$ cat src/rtl/rpn_sequencer.sv
// Program player for the 16-bit RPN stack calculator: replays a stored program one
// command per clock, mirrors stack depth, and rejects programs that would underflow/overflow.
module rpn_sequencer #(
    parameter int ADDR_W    = 6,
    parameter int MAX_DEPTH = 1023
) (
    input  logic              step,
    input  logic              rst,
    input  logic              prog_we,
    input  logic [ADDR_W-1:0] prog_addr,
    input  logic [19:0]       prog_data,
    input  logic              start,
    input  logic [15:0]       calc_out,
    output logic              calc_nrst,
    output logic [15:0]       d,
    output logic              push,
    output logic [1:0]        op,
    output logic              busy,
    output logic              done,
    output logic              err,
    output logic [15:0]       result,
    output logic [9:0]        depth,
    output logic [2:0]        fsm_state
);

    localparam logic [2:0] S_IDLE  = 3'd0;
    localparam logic [2:0] S_CLEAR = 3'd1;
    localparam logic [2:0] S_RUN   = 3'd2;
    localparam logic [2:0] S_DRAIN = 3'd3;
    localparam logic [2:0] S_DONE  = 3'd4;
    localparam logic [2:0] S_ERR   = 3'd5;

    localparam logic [9:0]      MAX_D  = 10'(MAX_DEPTH);
    localparam logic [ADDR_W:0] PC_INC = {{ADDR_W{1'b0}}, 1'b1};

    logic [19:0]       mem [2**ADDR_W];
    logic [2:0]        state;
    // Extra top bit marks "ran past the last word"; it is never used to index the store.
    logic [ADDR_W:0]   pc;
    logic [19:0]       instr;
    logic              unused_bits;

    assign instr       = mem[pc[ADDR_W-1:0]];
    assign unused_bits = ^instr[17:16];
    assign busy        = (state == S_CLEAR) || (state == S_RUN) || (state == S_DRAIN);
    assign done        = (state == S_DONE);
    assign err         = (state == S_ERR);
    assign fsm_state   = state;

    always_ff @(posedge step) begin
        if (prog_we && !busy)
            mem[prog_addr] <= prog_data;
    end

    always_ff @(posedge step or posedge rst) begin
        if (rst) begin
            state     <= S_IDLE;
            pc        <= '0;
            push      <= 1'b0;
            op        <= 2'b00;
            d         <= '0;
            calc_nrst <= 1'b0;
            result    <= '0;
            depth     <= '0;
        end else begin
            case (state)
                S_CLEAR: begin
                    calc_nrst <= 1'b1;
                    state     <= S_RUN;
                end
                S_RUN: begin
                    push <= 1'b0;
                    op   <= 2'b00;
                    if (pc[ADDR_W]) begin
                        state <= S_ERR;
                    end else begin
                        case (instr[19:18])
                            2'b00: begin
                                if (depth == MAX_D) begin
                                    state <= S_ERR;
                                end else begin
                                    push  <= 1'b1;
                                    d     <= instr[15:0];
                                    depth <= depth + 10'd1;
                                    pc    <= pc + PC_INC;
                                end
                            end
                            2'b01: begin
                                case (instr[1:0])
                                    2'b00: pc <= pc + PC_INC;
                                    2'b01: begin
                                        if (depth != 10'd0) begin
                                            op <= 2'b01;
                                            pc <= pc + PC_INC;
                                        end else begin
                                            state <= S_ERR;
                                        end
                                    end
                                    default: begin
                                        if (depth > 10'd1) begin
                                            op    <= instr[1:0];
                                            depth <= depth - 10'd1;
                                            pc    <= pc + PC_INC;
                                        end else begin
                                            state <= S_ERR;
                                        end
                                    end
                                endcase
                            end
                            2'b10: begin
                                if (depth == 10'd0) state <= S_ERR;
                                else                state <= S_DRAIN;
                            end
                            default: pc <= pc + PC_INC;
                        endcase
                    end
                end
                S_DRAIN: begin
                    result <= calc_out;
                    state  <= S_DONE;
                end
                default: begin
                    push      <= 1'b0;
                    op        <= 2'b00;
                    calc_nrst <= 1'b1;
                    if (start) begin
                        state     <= S_CLEAR;
                        calc_nrst <= 1'b0;
                        pc        <= '0;
                        depth     <= '0;
                    end
                end
            endcase
        end
    end

endmodule

$ cat config.mk
export PLATFORM = sky130hd
export DESIGN_NAME = rpn_sequencer
export DESIGN_NICKNAME = d
export VERILOG_FILES = /design/src/rtl/rpn_sequencer.sv
export SDC_FILE = /design/constraint.sdc
export NUM_CORES = 1
export LEC_CHECK = 0
export BUFFER_PORTS_ARGS = -buffer_cell sky130_fd_sc_hd__clkbuf_2
export CORE_UTILIZATION = 50
export CTS_CLUSTER_DIAMETER = 120
export CTS_CLUSTER_SIZE = 30
export DETAILED_ROUTE_END_ITERATION = 8
export PLACE_DENSITY = 0.73
export SYNTH_ARGS = -nofsm -noshare
export SYNTH_HDL_FRONTEND = slang
export SYNTH_SLANG_ARGS = --single-unit
$ cat constraint.sdc
create_clock -name step -period 12.42 [get_ports step]
set_input_delay 3.726 -clock step [delete_from_list [all_inputs] [get_ports step]]
set_output_delay 3.726 -clock step [all_outputs]
set_load 0.02 [all_outputs]
==> metrics.md <==
| Metric | Value |
|---|---|
| Status | `completed` |
| Final Cycle Share | `48.4%` |
| Die Width | `308 um` |
| Area grow syn2layout | `7.77%` |
| Global-route wire length before repair | `149000 um` |
| Combinational share of power | `19.3%` |
| Cell Pwr Density | `162 nW/um2` |
| Drt pass-1 iters | `7` |
| Vias in the first global route | `21400` |
| Distinct cells, synth | `49` |
| IO buf count | `95` |
| CTS max path bufs | `3` |
| Top_reg_cell synth | `edfxtp_1` |
| Number of synthesized flops with an enable pin | `1152` |
| Max incr delay on CP | `1.18 ns` |
| Routed wire per std cell | `30.2 um` |
| Total core area | `92200 um2` |
| Cell Area, Synth | `46800 um2` |
| Ys Warns | `0` |
| Die Ht | `308 um` |
| Final hold violations | `0` |
| Initial core utilization | `50.7%` |
| NetSw | `0.00210 W` |
| DR DRC count | `0` |
| P_leak | `15.2 nW` |
| Setup WS post-layout | `6.41 ns` |
| # Post-CTS Setup Buffers | `0` |
| Fin util | `54.7%` |
| Die ar. | `94800 um2` |
| Delay-heaviest family, CP | `simple AND/OR/NAND/NOR gates` |
| Area after DPL | `49000 um2` |
| Num rows | `111` |
| HP Class | `register to register` |
| Post-CTS resize count | `0` |
| Final setup vio count | `0` |
| Int Pwr | `0.00606 W` |
| FF-to-FF setup slack | `6.56 ns` |
| Sequential share of power | `57.2%` |
| GRT overflow | `0` |
| Worst skew pair latency | `0.63 ns` |
| CP Data Arrival Time | `6.27 ns` |
| CP max stage cell | `nor2_2` |
| Crit end category | `register` |
| H-Tree Depth | `2` |
| Layout cell share with drive strength beyond 1 | `32.4%` |
| CP Data Required Time | `12.67 ns` |
| Max-cap check violation count | `0` |
| GR Util All Layers | `21.9%` |
| CP max FO | `18` |
| Worst slew pin tran | `1.36 ns` |
| Sink Count | `1208` |
| Relative slew slack | `9.31%` |
| Critical Path Source Type | `input pin` |
| Hold Slack | `0.496 ns` |
| DR vias | `21300` |
| Detail Placement HPWL | `60100 um` |
| Clock share of power | `23.4%` |
| Initial antenna violation count | `6` |
| Avg Inst Size Synth | `23.4 um2` |
| Sw Share | `25.7%` |
| Final #Nets | `2170` |
| CTS clk-pin slew, worst paths | `0.11 ns` |
| Via/cell ratio | `6.27` |
| Mapped Cells | `1997` |
| Num CTS Buffers | `46` |
| Syn nets | `2051` |
| Final instance area | `50400 um2` |
| Final Max Slew Viols | `0` |
| Post-CTS Hold Buffers | `0` |
| Filler Cells Inserted | `6744` |
| CTS tree | `yes` |
| Dpl ws | `5.83 ns` |
| GP Congestion | `0.899` |
| Worst Path Class, Setup | `input pin to register` |
| Detailed Route WL | `103000 um` |
| Largest net degree at the start of global routing | `66` |
| FMAX | `166 MHz` |
| DRT antenna net count | `0` |
| Maximum vdd ir drop | `0.125 mV` |
| Root Buffer | `clkbuf_16` |
| Unrepaired setup endpoints after global routing | `no` |
| Synth Register Bits | `1208` |
| Cell Chain, Critical Path | `clkbuf_2 > nand2_1 > nor2_1 > nand3_1 > nor2_2` |
| FFs w/ async S/R, synth | `4.64%` |
| Sequential area share after synthesis | `76.9%` |
| DR iter-0 viols | `2983` |
| Final min period | `6.01 ns` |
| I/O Pins | `98` |
| Worst-case clock skew | `0.0294 ns` |
| Critical path buffers and inverters | `1` |
| Setup TNS | `0 ns` |
logic make-up (layout without fill, tap and decap cells):
logic type / Yosys count / after routing / share of synthesized area [%]
adder cells (fa/ha/maj): 8 / 8 / 0.214
XOR/XNOR: 9 / 9 / 0.168
AO/OA/AOI/OAI: 58 / 58 / 0.880
flip-flops: 1208 / 1208 / 76.9
other: 0 / 1 / 0
multiplexers: 409 / 409 / 18.7
AND/OR/NAND/NOR: 190 / 190 / 1.85
buffers and inverters: 115 / 272 / 1.26
power by group through the flow:
stage / logic (W) / clock network, W / registers (W)
after CTS: 0.00160 / 0.00194 / 0.00467
after floorplan: 0.00110 / 0 / 0.00479
after global routing: 0.00169 / 0.00206 / 0.00469
after global placement: 0.00156 / 0 / 0.00476
after detailed placement: 0.00159 / 0 / 0.00476
final: 0.00158 / 0.00191 / 0.00467
worst min-delay path, cell delays in order, from the launching register on:
cell	delay [ns]
dfrtp_1	0.36
nand2_1	0.05
nand2_1	0.06
flip-flops by register name, indices dropped and copies added, names as in the netlist:
| register | count |
|---|---|
| mem | 1152 |
| fsm_state | 3 |
| pc | 7 |
| depth | 10 |
| op | 2 |
| calc_nrst | 1 |
| push | 1 |
| d | 16 |
| result | 16 |
cells in the final DEF (no fill, tap or decap), types with 5 or more instances in the layout:
master     Yosys  layout
clkbuf_1      20      36
nor2b_1        5       5
mux2_2        33      33
and3_1         8       8
a21oi_1        6       6
a31oi_1        6       6
mux4_2       369     369
nor2_1        90      26
buf_4         20      77
mux2i_1        7       7
nand3b_1       7       7
nor3_1        15      15
nor2_2         0      64
clkbuf_2       0      95
ha_1           8       8
clkbuf_16      0      49
o21ai_0       14      14
nand2_1       29      29
dfrtp_1       56      53
xnor2_1        9       9
nand3_1       17      17
inv_1         13      11
edfxtp_1    1152    1152
cell type report:
type | count | area, um2 | area share (%)
clock inverter | 1 | 30.0 | 0.0595
clock buffer | 85 | 1360 | 2.70
sequential | 1208 | 36000 | 71.4
multi-input combinational | 674 | 10400 | 20.6
inverter | 14 | 53.8 | 0.107
tap | 1243 | 1560 | 3.08
antenna | 1 | 2.50 | 0.00496
timing repair buffer | 172 | 1050 | 2.09
metal layers:
layer	vias to the layer above	global-route usage [%]	wire length, um
li1	8667	-	-
met1	11500	31.4	40800
met2	989	35.6	50300
met3	128	3.92	9070
met4	8	5.08	2460
met5	-	0	42
synthesized netlist by cell type (7+ instances only):
library cell | n | area (um2)
and3_1 | 8 | 50.1
buf_1 | 19 | 71.3
buf_2 | 37 | 185
buf_4 | 20 | 150
clkbuf_1 | 20 | 75.1
dfrtp_1 | 56 | 1400
edfxtp_1 | 1152 | 34600
ha_1 | 8 | 100
inv_1 | 13 | 48.8
mux2_2 | 33 | 372
mux2i_1 | 7 | 70.1
mux4_2 | 369 | 8310
nand2_1 | 29 | 109
nand3_1 | 17 | 85.1
nand3b_1 | 7 | 52.6
nor2_1 | 90 | 338
nor3_1 | 15 | 75.1
o21ai_0 | 14 | 70.1
xnor2_1 | 9 | 78.8
worst paths after layout:
path / startpoint / endpoint / cells past startpoint
worst max-delay path: prog_we / mem[30][7]$_DFFE_PP_ / 5
worst min-delay path: push$_DFFE_PP0P_ / push$_DFFE_PP0P_ / 2
worst max register to register: pc[0]$_DFFE_PP0P_ / pc[3]$_DFFE_PP0P_ / 12
worst min register to register: push$_DFFE_PP0P_ / push$_DFFE_PP0P_ / 2
max in group asynchronous: rst / pc[1]$_DFFE_PP0P_ / 3
min in group asynchronous: rst / result[13]$_DFFE_PP0P_ / 3
metrics by stage:
step	power, W	instances
after CTS	0.00821	3397
final	0.00817	3398
after detailed placement	0.00636	3311
after floorplan	0.00588	1997
after global routing	0.00844	3397
after global placement	0.00632	3311
Power figures use the tool's default switching activity.
